`config.mk`:
```
export PLATFORM = sky130hd
export DESIGN_NAME = conv_stream_driver
export DESIGN_NICKNAME = d
export VERILOG_FILES = /design/src/rtl/conv_stream_driver.sv
export SDC_FILE = /design/constraint.sdc
export NUM_CORES = 1
export LEC_CHECK = 0
export CAP_MARGIN = 20
export CORE_ASPECT_RATIO = 1.25
export CORE_MARGIN = 4
export CORE_UTILIZATION = 49
export DETAILED_ROUTE_END_ITERATION = 10
export GPL_TIMING_DRIVEN = 0
export MAX_ROUTING_LAYER = met4
export PLACE_DENSITY = 0.7
export SLEW_MARGIN = 5
export SYNTH_ARGS = -nofsm -noshare
export SYNTH_HDL_FRONTEND = slang
export SYNTH_SLANG_ARGS = --single-unit
```
`constraint.sdc`:
```
create_clock -name clk -period 3.5 [get_ports clk]
set_clock_uncertainty 0.15 [all_clocks]
set_input_delay 1.05 -clock clk [delete_from_list [all_inputs] [get_ports clk]]
set_output_delay 1.05 -clock clk [all_outputs]
set_load 0.05 [all_outputs]
```
`src/rtl/conv_stream_driver.sv`:
```
// rtl/conv_stream_driver.sv - FIFO-fed x transmitter and y receiver that drives one conv block frame by frame
// Optional saturating per-frame result sum on frame_sum, enabled by CONV_DRIVER_SUM_EN.
module conv_stream_driver #(
    parameter int T      = 16,
    parameter int SIZE_X = 96,
    parameter int SIZE_F = 65,
    parameter int DEPTH  = 16
) (
    input  logic         clk,
    input  logic         reset,
    input  logic [T-1:0] in_data,
    input  logic         in_valid,
    output logic         in_ready,
    output logic [T-1:0] x_data,
    output logic         x_valid,
    input  logic         x_ready,
    input  logic [T-1:0] y_data,
    input  logic         y_valid,
    output logic         y_ready,
    output logic [T-1:0] out_data,
    output logic         out_valid,
    input  logic         out_ready,
    output logic         out_last,
    output logic         frame_done,
`ifdef CONV_DRIVER_SUM_EN
    output logic [T-1:0] frame_sum,
`endif
    output logic [15:0]  frame_count
);
    localparam int CONV_POINTS = SIZE_X - SIZE_F + 1;
    localparam int AW = $clog2(DEPTH);
    localparam int XW = $clog2(SIZE_X + 1);
    localparam int YW = $clog2(CONV_POINTS + 1);
    localparam logic [XW-1:0] X_LAST = XW'(SIZE_X - 1);
    localparam logic [YW-1:0] Y_LAST = YW'(CONV_POINTS - 1);
    localparam logic [AW:0]   PTR_ONE = {{AW{1'b0}}, 1'b1};

    typedef enum logic [1:0] {SEND = 2'd0, COLLECT = 2'd1, DONE = 2'd2} state_t;
    state_t state, state_nx;

    logic [T-1:0]  mem [DEPTH];
    logic [AW:0]   wr_ptr, rd_ptr;
    logic          empty, full, push, pop, y_fire;
    logic [XW-1:0] x_cnt;
    logic [YW-1:0] y_cnt;

    // Extra pointer MSB distinguishes full from empty when the index bits match.
    assign empty    = (wr_ptr == rd_ptr);
    assign full     = (wr_ptr[AW] != rd_ptr[AW]) && (wr_ptr[AW-1:0] == rd_ptr[AW-1:0]);
    assign in_ready = !full;
    assign push     = in_valid && !full;
    assign pop      = x_valid && x_ready;
    assign y_fire   = y_valid && y_ready;
    assign x_data   = mem[rd_ptr[AW-1:0]];

    always_ff @(posedge clk or negedge reset) begin
        if (!reset) begin
            wr_ptr <= '0;
            rd_ptr <= '0;
            for (int i = 0; i < DEPTH; i++) mem[i] <= '0;
        end else begin
            if (push) begin
                mem[wr_ptr[AW-1:0]] <= in_data;
                wr_ptr <= wr_ptr + PTR_ONE;
            end
            if (pop) rd_ptr <= rd_ptr + PTR_ONE;
        end
    end

    always_ff @(posedge clk or negedge reset) begin
        if (!reset) state <= SEND;
        else        state <= state_nx;
    end

    always_comb begin
        state_nx = state;
        case (state)
            SEND:    if (pop && x_cnt == X_LAST) state_nx = COLLECT;
            COLLECT: if (y_fire && y_cnt == Y_LAST) state_nx = DONE;
            DONE:    state_nx = SEND;
            default: state_nx = SEND;
        endcase
    end

    always_comb begin
        x_valid    = 1'b0;
        y_ready    = 1'b0;
        frame_done = 1'b0;
        case (state)
            SEND:    x_valid = !empty;
            COLLECT: y_ready = !out_valid || out_ready;
            DONE:    frame_done = 1'b1;
            default: ;
        endcase
    end

    always_ff @(posedge clk or negedge reset) begin
        if (!reset) begin
            x_cnt       <= '0;
            y_cnt       <= '0;
            frame_count <= '0;
        end else begin
            if (pop)    x_cnt <= (x_cnt == X_LAST) ? '0 : x_cnt + XW'(1);
            if (y_fire) y_cnt <= (y_cnt == Y_LAST) ? '0 : y_cnt + YW'(1);
            if (state == DONE) frame_count <= frame_count + 16'd1;
        end
    end

    // One-entry skid: reload wins over drain so back-to-back words stream at full rate.
    always_ff @(posedge clk or negedge reset) begin
        if (!reset) begin
            out_data  <= '0;
            out_valid <= 1'b0;
            out_last  <= 1'b0;
        end else if (y_fire) begin
            out_data  <= y_data;
            out_valid <= 1'b1;
            out_last  <= (y_cnt == Y_LAST);
        end else if (out_valid && out_ready) begin
            out_valid <= 1'b0;
            out_last  <= 1'b0;
        end
    end

`ifdef CONV_DRIVER_SUM_EN
    localparam logic [T-1:0] SUM_MAX = {1'b0, {(T-1){1'b1}}};
    localparam logic [T-1:0] SUM_MIN = {1'b1, {(T-1){1'b0}}};
    logic [T:0] sum_wide;

    assign sum_wide = {frame_sum[T-1], frame_sum} + {y_data[T-1], y_data};

    // Sum is held through DONE and cleared only when the next frame actually starts.
    always_ff @(posedge clk or negedge reset) begin
        if (!reset) begin
            frame_sum <= '0;
        end else if (pop && x_cnt == '0) begin
            frame_sum <= '0;
        end else if (y_fire) begin
            if (sum_wide[T] != sum_wide[T-1]) frame_sum <= sum_wide[T] ? SUM_MIN : SUM_MAX;
            else                              frame_sum <= sum_wide[T-1:0];
        end
    end
`endif
endmodule

```
==> metrics.txt, run 1 <==
# TYPE chip_impl_metric gauge
chip_impl_info{name="outcome",value="finished, violations left"} 1
chip_impl_info{name="failing_checks",value="negative setup slack"} 1
chip_impl_metric{name="cts_made_buffers",unit=""} 35
chip_impl_metric{name="synth.yosys.seq_area_share",unit="%"} 53.4
chip_impl_metric{name="chipHeight",unit="um"} 202
chip_impl_metric{name="power_report.internal_total",unit="mW"} 11.1
chip_impl_metric{name="dpl_worst_slack",unit="ns"} -1.13
chip_impl_metric{name="grt_overall_usage",unit="%"} 20.9
chip_impl_info{name="rsz0062_at_grt",value="true"} 1
chip_impl_metric{name="die_area",unit="um^2"} 33000
chip_impl_metric{name="layout.core_utilization",unit="%"} 60.4
chip_impl_metric{name="clock_power_share",unit="%"} 21.3
chip_impl_metric{name="crit_fanout",unit=""} 8
chip_impl_metric{name="p_sw",unit="mW"} 5.60
chip_impl_metric{name="antenna_left",unit=""} 0
chip_impl_info{name="post-synth-top-count-cell",value="sky130_fd_sc_hd__dfrtp_1"} 1
chip_impl_metric{name="post_synth_inst_count",unit=""} 939
chip_impl_metric{name="portBuffers",unit=""} 91
chip_impl_metric{name="effective_utilization_at_floorplan",unit="%"} 50.0
chip_impl_metric{name="synth-edff-count",unit=""} 0
chip_impl_metric{name="synth-async-reset-ratio",unit="%"} 100
chip_impl_metric{name="power.switching_fraction",unit="%"} 33.5
chip_impl_metric{name="diodes_inserted",unit=""} 0
chip_impl_metric{name="maxSlewViolCount",unit=""} 0
chip_impl_metric{name="setup_slack",unit="ns"} -0.0467
chip_impl_metric{name="floorplan.die.width",unit="um"} 163
chip_impl_metric{name="cts.reportedPaths.clkPinSlew",unit="ns"} 0.06
chip_impl_metric{name="synthesis.nets",unit=""} 985
chip_impl_info{name="r2r_start",value="rd_ptr[3]"} 1
chip_impl_metric{name="routabilityCongestion",unit=""} 0.775
chip_impl_metric{name="wl_per_cell",unit="um"} 21.7
chip_impl_metric{name="finalNetCount",unit=""} 1125
chip_impl_info{name="synth_common_cells",value="315 x sky130_fd_sc_hd__dfrtp_1, 229 x sky130_fd_sc_hd__mux2_2, 64 x sky130_fd_sc_hd__mux4_2, 49 x sky130_fd_sc_hd__mux2_4"} 1
chip_impl_info{name="setup.worst_path.start_class",value="flip-flop"} 1
chip_impl_metric{name="instances_no_fill",unit=""} 1496
chip_impl_info{name="critPathLaunch",value="rd_ptr[0]"} 1
chip_impl_metric{name="maxCapViolations",unit=""} 0
chip_impl_info{name="setup.worst_path.end_class",value="primary output"} 1
chip_impl_metric{name="cts_max_path_buffers",unit=""} 3
chip_impl_metric{name="grt_first_pass_wirelength",unit="um"} 52600
chip_impl_metric{name="netlist.area_leader.share",unit="%"} 53.4
chip_impl_metric{name="max_slew.worst_pin.slew",unit="ns"} 0.833
chip_impl_metric{name="timing.max_slew.rel_slack",unit="%"} 44.5
chip_impl_metric{name="cts_num_sinks",unit=""} 315
chip_impl_metric{name="drc",unit=""} 0
chip_impl_metric{name="first_iter_violations",unit=""} 374
chip_impl_metric{name="finalCritPeriodShare",unit="%"} 101
chip_impl_metric{name="hpwlAfterDp",unit="um"} 22000
chip_impl_metric{name="post_synth_instance_area",unit="um^2"} 14700
chip_impl_metric{name="max_freq",unit="MHz"} 282
chip_impl_metric{name="vias",unit=""} 8440
chip_impl_metric{name="first_global_vias",unit=""} 9257
chip_impl_metric{name="grt_antenna_before_repair",unit=""} 0
chip_impl_metric{name="cp.arrival",unit="ns"} 2.35
chip_impl_info{name="min_path_type",value="flip-flop to flip-flop"} 1
chip_impl_metric{name="finalCriticalPeriod",unit="ns"} 3.55
chip_impl_metric{name="synthDistinctLibCells",unit=""} 50
chip_impl_metric{name="core-area",unit="um^2"} 29500
chip_impl_metric{name="drt_first_pass_iters",unit=""} 4
chip_impl_info{name="criticalPathCategory",value="flip-flop to primary output"} 1
chip_impl_metric{name="postSynthAreaPerCell",unit="um^2"} 15.7
chip_impl_metric{name="num_rows",unit=""} 70
chip_impl_metric{name="worst_skew_pair.late_latency",unit="ns"} 0.51
chip_impl_metric{name="power_density",unit="nW/um^2"} 937
chip_impl_metric{name="ports_placed_on_the_boundary",unit=""} 92
chip_impl_metric{name="synth-warning-count",unit=""} 0
chip_impl_info{name="top_flip_flop_cell_by_instance_count_after_synthesis",value="sky130_fd_sc_hd__dfrtp_1"} 1
chip_impl_metric{name="overflow",unit=""} 0
chip_impl_metric{name="area_growth_syn_to_layout",unit="%"} 20.9
chip_impl_metric{name="maximum_number_of_pins_on_one_net_before_global_route_repair",unit=""} 116
chip_impl_metric{name="critical_path_required",unit="ns"} 2.30
chip_impl_metric{name="number_of_placed_instances_taps_included",unit=""} 1428
chip_impl_metric{name="report.final.hold_viol_count",unit=""} 0
chip_impl_info{name="post-synth-top-area-cell",value="sky130_fd_sc_hd__dfrtp_1"} 1
chip_impl_metric{name="vdd.ir_drop.worst",unit="mV"} 0.556
chip_impl_metric{name="via_per_inst",unit=""} 5.64
chip_impl_info{name="ys_top_cells_by_area",value="sky130_fd_sc_hd__dfrtp_1 53%, sky130_fd_sc_hd__mux2_2 17%, sky130_fd_sc_hd__mux4_2 9.8%"} 1
chip_impl_metric{name="p_leak",unit="nW"} 7.50
chip_impl_metric{name="combPwrFrac",unit="%"} 42.4
chip_impl_info{name="cts_tree",value="built"} 1
chip_impl_metric{name="share_seq_of_total_power",unit="%"} 36.3
chip_impl_info{name="worst_hold_startpoint",value="frame_count[15]"} 1
chip_impl_metric{name="setup_tns",unit="ns"} -0.135
chip_impl_info{name="clock_root_cell",value="sky130_fd_sc_hd__clkbuf_16"} 1
chip_impl_metric{name="total_wire_length_after_detailed_routing",unit="um"} 32500
chip_impl_metric{name="postCtsHoldBufs",unit=""} 0
chip_impl_metric{name="setup-violations-final",unit=""} 7
chip_impl_metric{name="final_layout_size_suffix_gt1_share",unit="%"} 48.4
chip_impl_metric{name="ys_seq_elements",unit=""} 315
chip_impl_metric{name="htreeDepth",unit=""} 2
## layer usage
metal	wire length, um	vias up	part of all wire [%]	track usage (%)
met5	0	-	0	-
met4	589	0	1.8	4.64
met3	957	49	2.9	2.92
met2	17100	121	53	35.3
met1	13900	4499	43	27.1
li1	-	3771	-	-
## worst max-delay path: stages (launching register included)
cell                      delay [ns]
sky130_fd_sc_hd__dfrtp_2        0.44
sky130_fd_sc_hd__buf_12         0.18
sky130_fd_sc_hd__buf_12         0.14
sky130_fd_sc_hd__mux4_2         0.53
sky130_fd_sc_hd__a22oi_2        0.27
sky130_fd_sc_hd__nand2_2        0.12
sky130_fd_sc_hd__buf_8          0.17
## area by class of cell
class                      count  area (um^2)
fill                        2295        11700
buffer                        66          602
timing repair buffer         106         1140
inverter                       5         18.8
clock buffer                  55         1100
tap                          396          495
clock inverter                 3         15.0
multi-input combinational    550         6580
sequential                   315         7890
## power by group through the flow
stage	registers, mW	logic [mW]	clock network [mW]
after detailed placement	6.08	6.56	0
final	6.06	7.10	3.56
after floorplan	6.11	4.75	0
after CTS	6.06	7.08	3.64
after global routing	6.27	7.55	3.81
after global placement	6.03	6.41	0
## per-stage QoR
step / hold slack, ns / power (mW) / instance area [um^2]
floorplan: 0.314 / 10.9 / 14800
global placement: 0.310 / 12.4 / 16200
detailed placement: 0.312 / 12.6 / 16200
CTS: 0.324 / 16.8 / 17700
global route: 0.334 / 17.6 / 17800
finish: 0.320 / 16.7 / 17800
## cell families after synthesis
logic type                 count (synthesis)  synth area share, %
AOI/OAI and AO/OA                         70                 5.09
xor gates and xnor gates                  33                 2.01
adders and majority gates                  8                0.679
buffers and inverters                     74                 3.16
DFF                                      315                 53.4
muxes                                    343                 32.3
and+or+nand+nor                           96                 3.29
## cells in the final DEF, fill, tap and decap left out, types with 5 or more instances in the layout
cell type / instances
sky130_fd_sc_hd__xor2_1: 11
sky130_fd_sc_hd__a211oi_4: 12
sky130_fd_sc_hd__inv_1: 5
sky130_fd_sc_hd__mux2_4: 49
sky130_fd_sc_hd__xnor2_1: 20
sky130_fd_sc_hd__dfrtp_1: 313
sky130_fd_sc_hd__nor2_1: 8
sky130_fd_sc_hd__mux2_2: 229
sky130_fd_sc_hd__buf_12: 8
sky130_fd_sc_hd__nand3_1: 14
sky130_fd_sc_hd__a22oi_2: 24
sky130_fd_sc_hd__clkbuf_8: 14
sky130_fd_sc_hd__buf_6: 35
sky130_fd_sc_hd__ha_1: 8
sky130_fd_sc_hd__nand2_2: 9
sky130_fd_sc_hd__clkdlybuf4s50_1: 70
sky130_fd_sc_hd__buf_4: 12
sky130_fd_sc_hd__o21ai_0: 5
sky130_fd_sc_hd__nor3_1: 6
sky130_fd_sc_hd__a22oi_1: 8
sky130_fd_sc_hd__nand4_1: 7
sky130_fd_sc_hd__nor2b_1: 6
sky130_fd_sc_hd__clkbuf_16: 38
sky130_fd_sc_hd__mux4_2: 64
sky130_fd_sc_hd__nand2_1: 24
sky130_fd_sc_hd__clkbuf_1: 27
## timing repair
action / in CTS / in global routing
gates resized for setup: 210 / 12
gates cloned: 1 / 0
setup endpoints to repair: 19 / 19
buffers inserted: 6 / 6
pin swaps: 6 / 9
## worst paths after layout
| path | end | slack (ns) | depth (start not counted) |
|---|---|---|---|
| worst max register to register | mem[217] | 0.75 | 7 |
| min in group asynchronous | mem[65] | 0.44 | 1 |
| max in group asynchronous | rd_ptr[0] | 1.30 | 3 |
| worst min-delay path | frame_count[15] | 0.32 | 1 |
| worst max-delay path | x_data[14] | -0.05 | 6 |
| worst min register to register | frame_count[15] | 0.32 | 1 |
## flip-flops by register name, summed over array words and instances (netlist names), 2 cells and up
name	count
x_cnt	7
wr_ptr	5
rd_ptr	5
out_data	16
frame_count	16
mem	256
y_cnt	6
state	2
Note: power is estimated with default switching activity, not from simulation.
==> inputs of run 2 (changes only) <==
--- a/config.mk
+++ b/config.mk
@@ -6,11 +6,11 @@
 export NUM_CORES = 1
 export LEC_CHECK = 0
 export CAP_MARGIN = 20
-export CORE_ASPECT_RATIO = 1.25
+export CORE_ASPECT_RATIO = 0.8
 export CORE_MARGIN = 4
 export CORE_UTILIZATION = 49
 export DETAILED_ROUTE_END_ITERATION = 10
-export GPL_TIMING_DRIVEN = 0
+export GPL_TIMING_DRIVEN = 1
 export MAX_ROUTING_LAYER = met4
 export PLACE_DENSITY = 0.7
 export SLEW_MARGIN = 5
==> run 2 against run 1 <==
Against the previous run:
- the run still ends with negative setup slack left
- clock-buffer cell count fell by 7
- critical path depth did not move
- wire length grew 5.9%
- cell count decreased by 0.33%
- register-to-register slack lost 0.20 ns
==> metrics.txt, run 2 (synthesized netlist as in run 1, its figures left out) <==
# TYPE chip_impl_metric gauge
chip_impl_metric{name="grt_overall_usage",unit="%"} 21.3
chip_impl_metric{name="num_rows",unit=""} 56
chip_impl_metric{name="routabilityCongestion",unit=""} 0.802
chip_impl_metric{name="setup-violations-final",unit=""} 10
chip_impl_metric{name="cts_made_buffers",unit=""} 34
chip_impl_metric{name="core-area",unit="um^2"} 29500
chip_impl_metric{name="final_layout_size_suffix_gt1_share",unit="%"} 49.4
chip_impl_metric{name="drt_first_pass_iters",unit=""} 5
chip_impl_info{name="failing_checks",value="negative setup slack"} 1
chip_impl_metric{name="effective_utilization_at_floorplan",unit="%"} 50.0
chip_impl_metric{name="vdd.ir_drop.worst",unit="mV"} 0.506
chip_impl_metric{name="drc",unit=""} 0
chip_impl_metric{name="first_global_vias",unit=""} 8904
chip_impl_info{name="most_common_cell_after_layout_fill_and_taps_aside",value="sky130_fd_sc_hd__dfrtp_1"} 1
chip_impl_info{name="criticalPathCategory",value="flip-flop to primary output"} 1
chip_impl_info{name="setup.worst_path.start_class",value="flip-flop"} 1
chip_impl_metric{name="htreeDepth",unit=""} 2
chip_impl_info{name="most-common-layout-cells",value="313 x sky130_fd_sc_hd__dfrtp_1, 229 x sky130_fd_sc_hd__mux2_2, 71 x sky130_fd_sc_hd__clkdlybuf4s50_1, 64 x sky130_fd_sc_hd__mux4_2, 49 x sky130_fd_sc_hd__mux2_4"} 1
chip_impl_metric{name="floorplan.die.width",unit="um"} 202
chip_impl_info{name="min_path_type",value="input pin to asynchronous set/reset pin"} 1
chip_impl_metric{name="total_wire_length_after_detailed_routing",unit="um"} 34400
chip_impl_info{name="setup.worst_path.end_class",value="primary output"} 1
chip_impl_metric{name="critical_path_required",unit="ns"} 2.30
chip_impl_metric{name="hpwlAfterDp",unit="um"} 20400
chip_impl_metric{name="via_per_inst",unit=""} 5.72
chip_impl_metric{name="finalHoldWorstSlack",unit="ns"} 0.192
chip_impl_metric{name="die_area",unit="um^2"} 33000
chip_impl_metric{name="vias",unit=""} 8528
chip_impl_metric{name="finalCriticalPeriod",unit="ns"} 3.58
chip_impl_metric{name="cts_max_path_buffers",unit=""} 3
chip_impl_info{name="outcome",value="finished, violations left"} 1
chip_impl_metric{name="max_slew.worst_pin.slew",unit="ns"} 0.700
chip_impl_metric{name="antenna_left",unit=""} 0
chip_impl_metric{name="overflow",unit=""} 0
chip_impl_metric{name="ports_placed_on_the_boundary",unit=""} 92
chip_impl_metric{name="cts.reportedPaths.clkPinSlew",unit="ns"} 0.06
chip_impl_metric{name="wl_per_cell",unit="um"} 23.1
chip_impl_metric{name="timing.max_slew.rel_slack",unit="%"} 52.8
chip_impl_metric{name="instances_no_fill",unit=""} 1491
chip_impl_metric{name="p_leak",unit="nW"} 7.56
chip_impl_metric{name="power_density",unit="nW/um^2"} 953
chip_impl_metric{name="max_freq",unit="MHz"} 279
chip_impl_info{name="rsz0062_at_grt",value="true"} 1
chip_impl_metric{name="grt_first_pass_wirelength",unit="um"} 53300
chip_impl_metric{name="maxSlewViolCount",unit=""} 0
chip_impl_metric{name="number_of_placed_instances_taps_included",unit=""} 1412
chip_impl_metric{name="crit_fanout",unit=""} 7
chip_impl_metric{name="chipHeight",unit="um"} 163
chip_impl_metric{name="report.final.hold_viol_count",unit=""} 0
chip_impl_metric{name="maximum_number_of_pins_on_one_net_before_global_route_repair",unit=""} 101
chip_impl_metric{name="cts_num_sinks",unit=""} 315
chip_impl_metric{name="area_growth_syn_to_layout",unit="%"} 22.4
chip_impl_metric{name="setup_tns",unit="ns"} -0.365
chip_impl_metric{name="cp.arrival",unit="ns"} 2.38
chip_impl_info{name="largestRegisters",value="mem (256), frame_count (16), out_data (16)"} 1
chip_impl_metric{name="largest_register_ff_count",unit=""} 256
chip_impl_metric{name="grt_antenna_before_repair",unit=""} 2
chip_impl_metric{name="worst_skew_pair.late_latency",unit="ns"} 0.51
chip_impl_metric{name="first_iter_violations",unit=""} 535
chip_impl_metric{name="maxCapViolations",unit=""} 0
chip_impl_metric{name="finalCritPeriodShare",unit="%"} 102
chip_impl_info{name="cts_tree",value="built"} 1
chip_impl_info{name="largest_register",value="mem"} 1
chip_impl_info{name="clock_root_cell",value="sky130_fd_sc_hd__clkbuf_16"} 1
chip_impl_metric{name="finalNetCount",unit=""} 1106
chip_impl_metric{name="portBuffers",unit=""} 91
chip_impl_metric{name="setup_slack",unit="ns"} -0.0796
[run 2: critical path, stage by stage (launching register included)]
cell and delay [ns]:
sky130_fd_sc_hd__dfrtp_4 0.46, sky130_fd_sc_hd__buf_4 0.15, sky130_fd_sc_hd__buf_16 0.15, sky130_fd_sc_hd__mux4_2 0.50, sky130_fd_sc_hd__a22oi_1 0.27, sky130_fd_sc_hd__nand2_1 0.15, sky130_fd_sc_hd__buf_12 0.18
[run 2: final cells by class]
cell class,instances,area [um^2]
clock buffers,48,1020
inverters,5,18.8
well taps,406,508
flip-flops and latches,315,7890
multi-input cells,550,6560
clock inverters,11,144
fillers,2190,11400
repair buffers,154,1920
diodes,2,5.00
[run 2: what timing repair did]
item	in CTS	in global routing
gates resized for setup	13	32
endpoints found under the setup margin	16	17
pin swaps	3	19
cloned	2	5
endpoints found under the hold margin	0	0
setup buffers	2	10
hold buffers	0	0
[run 2: final timing paths]
path                                        end  slack, ns            start  cells after the start
worst max-delay path                  x_data[0]      -0.08        rd_ptr[0]                      6
worst min-delay path                   mem[122]       0.19            reset                      1
worst max register to register         mem[240]       0.55        rd_ptr[0]                      9
worst min register to register  frame_count[15]       0.32  frame_count[15]                      1
max in group asynchronous              mem[113]       2.12            reset                      2
min in group clk                frame_count[15]       0.32  frame_count[15]                      1
[run 2: power by group]
part / total [mW] / leakage, nW / switching (mW) / internal (mW)
clock: 3.70 / 0.558 / 1.45 / 2.25
sequential: 6.13 / 3.92 / 0.916 / 5.22
combinational: 7.38 / 3.08 / 3.37 / 4.02
total: 17.2 / 7.56 / 5.73 / 11.5
[run 2: routing by layer]
layer	GRT usage (%)	routed length, um	vias up
li1	-	-	3754
met1	31.3	16400	4582
met2	31.4	15900	153
met3	4.29	1590	39
met4	4.19	531	0
met5	-	0	-
[run 2: through the flow]
| step | power (mW) | area [um^2] | worst slack, ns | utilization, % |
|---|---|---|---|---|
| floorplan | 10.9 | 14800 | 0.221 | - |
| global placement | 12.7 | 16400 | 0.278 | 55.7 |
| detailed placement | 12.9 | 16400 | 0.263 | 55.7 |
| CTS | 16.9 | 17700 | -0.135 | 60.1 |
| global route | 18.1 | 18100 | -0.136 | 61.2 |
| finish | 17.2 | 18100 | -0.0796 | 61.2 |
==> inputs of run 3 (changes only) <==
--- a/config.mk
+++ b/config.mk
@@ -5,7 +5,6 @@
 export SDC_FILE = /design/constraint.sdc
 export NUM_CORES = 1
 export LEC_CHECK = 0
-export CAP_MARGIN = 20
 export CORE_ASPECT_RATIO = 0.8
 export CORE_MARGIN = 4
 export CORE_UTILIZATION = 49
@@ -13,6 +12,7 @@
 export GPL_TIMING_DRIVEN = 1
 export MAX_ROUTING_LAYER = met4
 export PLACE_DENSITY = 0.7
+export SKIP_CTS_REPAIR_TIMING = 1
 export SLEW_MARGIN = 5
 export SYNTH_ARGS = -nofsm -noshare
 export SYNTH_HDL_FRONTEND = slang
==> run 3 against run 2 <==
Against the previous run:
- the flow still finishes with violations (negative setup slack)
- global-route usage decreased by 0.40 points
- sequential power about the same
- highest routed layer unchanged
- largest cell class unchanged
- flip-flop and latch count unchanged
- register-to-register slack improved by 0.03 ns
- via count decreased by 1.0%
==> metrics.txt, run 3 (synthesized netlist as in run 1, its figures left out) <==
# TYPE chip_impl_metric gauge
chip_impl_metric{name="total_wire_length_after_detailed_routing",unit="um"} 33300
chip_impl_metric{name="maxCapViolations",unit=""} 0
chip_impl_metric{name="power_density",unit="nW/um^2"} 947
chip_impl_metric{name="cp.arrival",unit="ns"} 2.37
chip_impl_info{name="clock_root_cell",value="sky130_fd_sc_hd__clkbuf_16"} 1
chip_impl_metric{name="vias",unit=""} 8441
chip_impl_metric{name="finalCritPeriodShare",unit="%"} 102
chip_impl_metric{name="critical_path.max_stage_delay",unit="ns"} 0.53
chip_impl_info{name="outcome",value="finished, violations left"} 1
chip_impl_info{name="setup.worst_path.start_class",value="flip-flop"} 1
chip_impl_metric{name="portBuffers",unit=""} 91
chip_impl_info{name="largestRegisters",value="mem (256), frame_count (16), out_data (16)"} 1
chip_impl_metric{name="cts_made_buffers",unit=""} 34
chip_impl_metric{name="die_area",unit="um^2"} 33000
chip_impl_metric{name="chipHeight",unit="um"} 163
chip_impl_metric{name="critical_path_required",unit="ns"} 2.30
chip_impl_metric{name="layout.core_utilization",unit="%"} 60.7
chip_impl_metric{name="grt_first_pass_wirelength",unit="um"} 52500
chip_impl_metric{name="finalNetCount",unit=""} 1097
chip_impl_metric{name="core-area",unit="um^2"} 29500
chip_impl_metric{name="number_of_placed_instances_taps_included",unit=""} 1412
chip_impl_metric{name="finalCriticalPeriod",unit="ns"} 3.57
chip_impl_info{name="min_path_type",value="input pin to asynchronous set/reset pin"} 1
chip_impl_metric{name="overflow",unit=""} 0
chip_impl_metric{name="max_slew.worst_pin.slew",unit="ns"} 0.723
chip_impl_info{name="criticalPathCategory",value="flip-flop to primary output"} 1
chip_impl_metric{name="first_iter_violations",unit=""} 474
chip_impl_info{name="critical-path-slowest-cell",value="sky130_fd_sc_hd__dfrtp_4"} 1
chip_impl_metric{name="timing.critical_path.buf_inv",unit=""} 2
chip_impl_metric{name="grt_antenna_before_repair",unit=""} 2
chip_impl_metric{name="hpwlAfterDp",unit="um"} 20400
chip_impl_metric{name="htreeDepth",unit=""} 2
chip_impl_info{name="most-common-layout-cells",value="313 x sky130_fd_sc_hd__dfrtp_1, 229 x sky130_fd_sc_hd__mux2_2, 71 x sky130_fd_sc_hd__clkdlybuf4s50_1, 64 x sky130_fd_sc_hd__mux4_2, 49 x sky130_fd_sc_hd__mux2_4"} 1
chip_impl_info{name="cts_tree",value="built"} 1
chip_impl_metric{name="report.final.hold_viol_count",unit=""} 0
chip_impl_metric{name="p_total",unit="mW"} 16.9
chip_impl_info{name="cp_cell_sequence",value="buf_16 -> mux4_2 -> a22oi_1 -> nand2_1 -> buf_12"} 1
chip_impl_metric{name="timing.max_slew.rel_slack",unit="%"} 51.3
chip_impl_metric{name="place_area",unit="um^2"} 16400
chip_impl_metric{name="effective_utilization_at_floorplan",unit="%"} 50.0
chip_impl_metric{name="area_growth_syn_to_layout",unit="%"} 21.4
chip_impl_metric{name="routabilityCongestion",unit=""} 0.802
chip_impl_metric{name="final_layout_size_suffix_gt1_share",unit="%"} 48.8
chip_impl_metric{name="antenna_left",unit=""} 0
chip_impl_metric{name="grt_overall_usage",unit="%"} 20.9
chip_impl_info{name="rsz0062_at_grt",value="true"} 1
chip_impl_info{name="setup.worst_path.end_class",value="primary output"} 1
chip_impl_metric{name="setup-violations-final",unit=""} 10
chip_impl_metric{name="max_freq",unit="MHz"} 280
chip_impl_metric{name="ports_placed_on_the_boundary",unit=""} 92
chip_impl_metric{name="worst_skew_pair.late_latency",unit="ns"} 0.50
chip_impl_info{name="largest_register",value="mem"} 1
chip_impl_metric{name="setup_tns",unit="ns"} -0.295
chip_impl_metric{name="post-route-cell-area",unit="um^2"} 17900
chip_impl_metric{name="cts_num_sinks",unit=""} 315
chip_impl_metric{name="drc",unit=""} 0
chip_impl_metric{name="via_per_inst",unit=""} 5.70
chip_impl_metric{name="maxSlewViolCount",unit=""} 0
chip_impl_metric{name="instances_no_fill",unit=""} 1482
chip_impl_info{name="most_common_cell_after_layout_fill_and_taps_aside",value="sky130_fd_sc_hd__dfrtp_1"} 1
chip_impl_metric{name="maximum_number_of_pins_on_one_net_before_global_route_repair",unit=""} 101
chip_impl_metric{name="floorplan.die.width",unit="um"} 202
chip_impl_metric{name="setup_slack",unit="ns"} -0.0722
chip_impl_info{name="family_with_the_most_delay_on_the_worst_path",value="flip-flops"} 1
chip_impl_metric{name="largest_register_ff_count",unit=""} 256
chip_impl_metric{name="first_global_vias",unit=""} 8846
chip_impl_info{name="failing_checks",value="negative setup slack"} 1
chip_impl_metric{name="wl_per_cell",unit="um"} 22.5
chip_impl_metric{name="p_leak",unit="nW"} 7.47
chip_impl_metric{name="finalHoldWorstSlack",unit="ns"} 0.201
chip_impl_metric{name="cts.reportedPaths.clkPinSlew",unit="ns"} 0.06
chip_impl_metric{name="dpl_worst_slack",unit="ns"} 0.263
chip_impl_metric{name="crit_fanout",unit=""} 14
chip_impl_metric{name="cts_max_path_buffers",unit=""} 3
chip_impl_metric{name="vdd.ir_drop.worst",unit="mV"} 0.506
chip_impl_metric{name="drt_first_pass_iters",unit=""} 4
chip_impl_metric{name="num_rows",unit=""} 56
==> run 3: path summary, 6_finish.rpt <==
kind / from / end / slack (ns) / depth (start not counted)
setup / recovery: rd_ptr[0] / x_data[0] / -0.07 / 5
min in group clk: frame_count[15] / frame_count[15] / 0.32 / 1
setup reg to reg: wr_ptr[3] / mem[240] / 0.58 / 7
max in group asynchronous: reset / mem[113] / 2.12 / 2
hold / removal: reset / mem[122] / 0.20 / 1
hold reg to reg: frame_count[15] / frame_count[15] / 0.32 / 1
==> run 3: metal layers <==
metal | vias to the layer above | GRT usage [%] | wire (um)
met3 | 41 | 4.09 | 1550
met4 | 0 | 4.16 | 501
li1 | 3737 | - | -
met1 | 4523 | 30.9 | 16000
met2 | 140 | 30.7 | 15200
met5 | - | - | 0
==> run 3: layout make-up <==
cell class,count,area (um^2)
Antenna cell,2,5.00
Clock buffer,48,1020
Clock inverter,11,144
Fill cell,2203,11600
Inverter,5,18.8
Multi-Input combinational cell,550,6550
Sequential cell,315,7890
Tap cell,406,508
Timing Repair Buffer,145,1770
==> run 3: worst register-to-register path: stages (launching register included) <==
cell	delay, ns
sky130_fd_sc_hd__dfrtp_1	0.69
sky130_fd_sc_hd__xnor2_1	0.20
sky130_fd_sc_hd__and4_4	0.27
sky130_fd_sc_hd__buf_4	0.21
sky130_fd_sc_hd__buf_4	0.25
sky130_fd_sc_hd__a2111oi_4	0.44
sky130_fd_sc_hd__buf_12	0.22
sky130_fd_sc_hd__mux2_2	0.37
==> run 3: power breakdown <==
part / internal (mW) / switching [mW] / total [mW]
Sequential: 5.22 / 0.919 / 6.14
Combinational: 3.86 / 3.26 / 7.12
Clock: 2.25 / 1.43 / 3.69
Total: 11.3 / 5.61 / 16.9
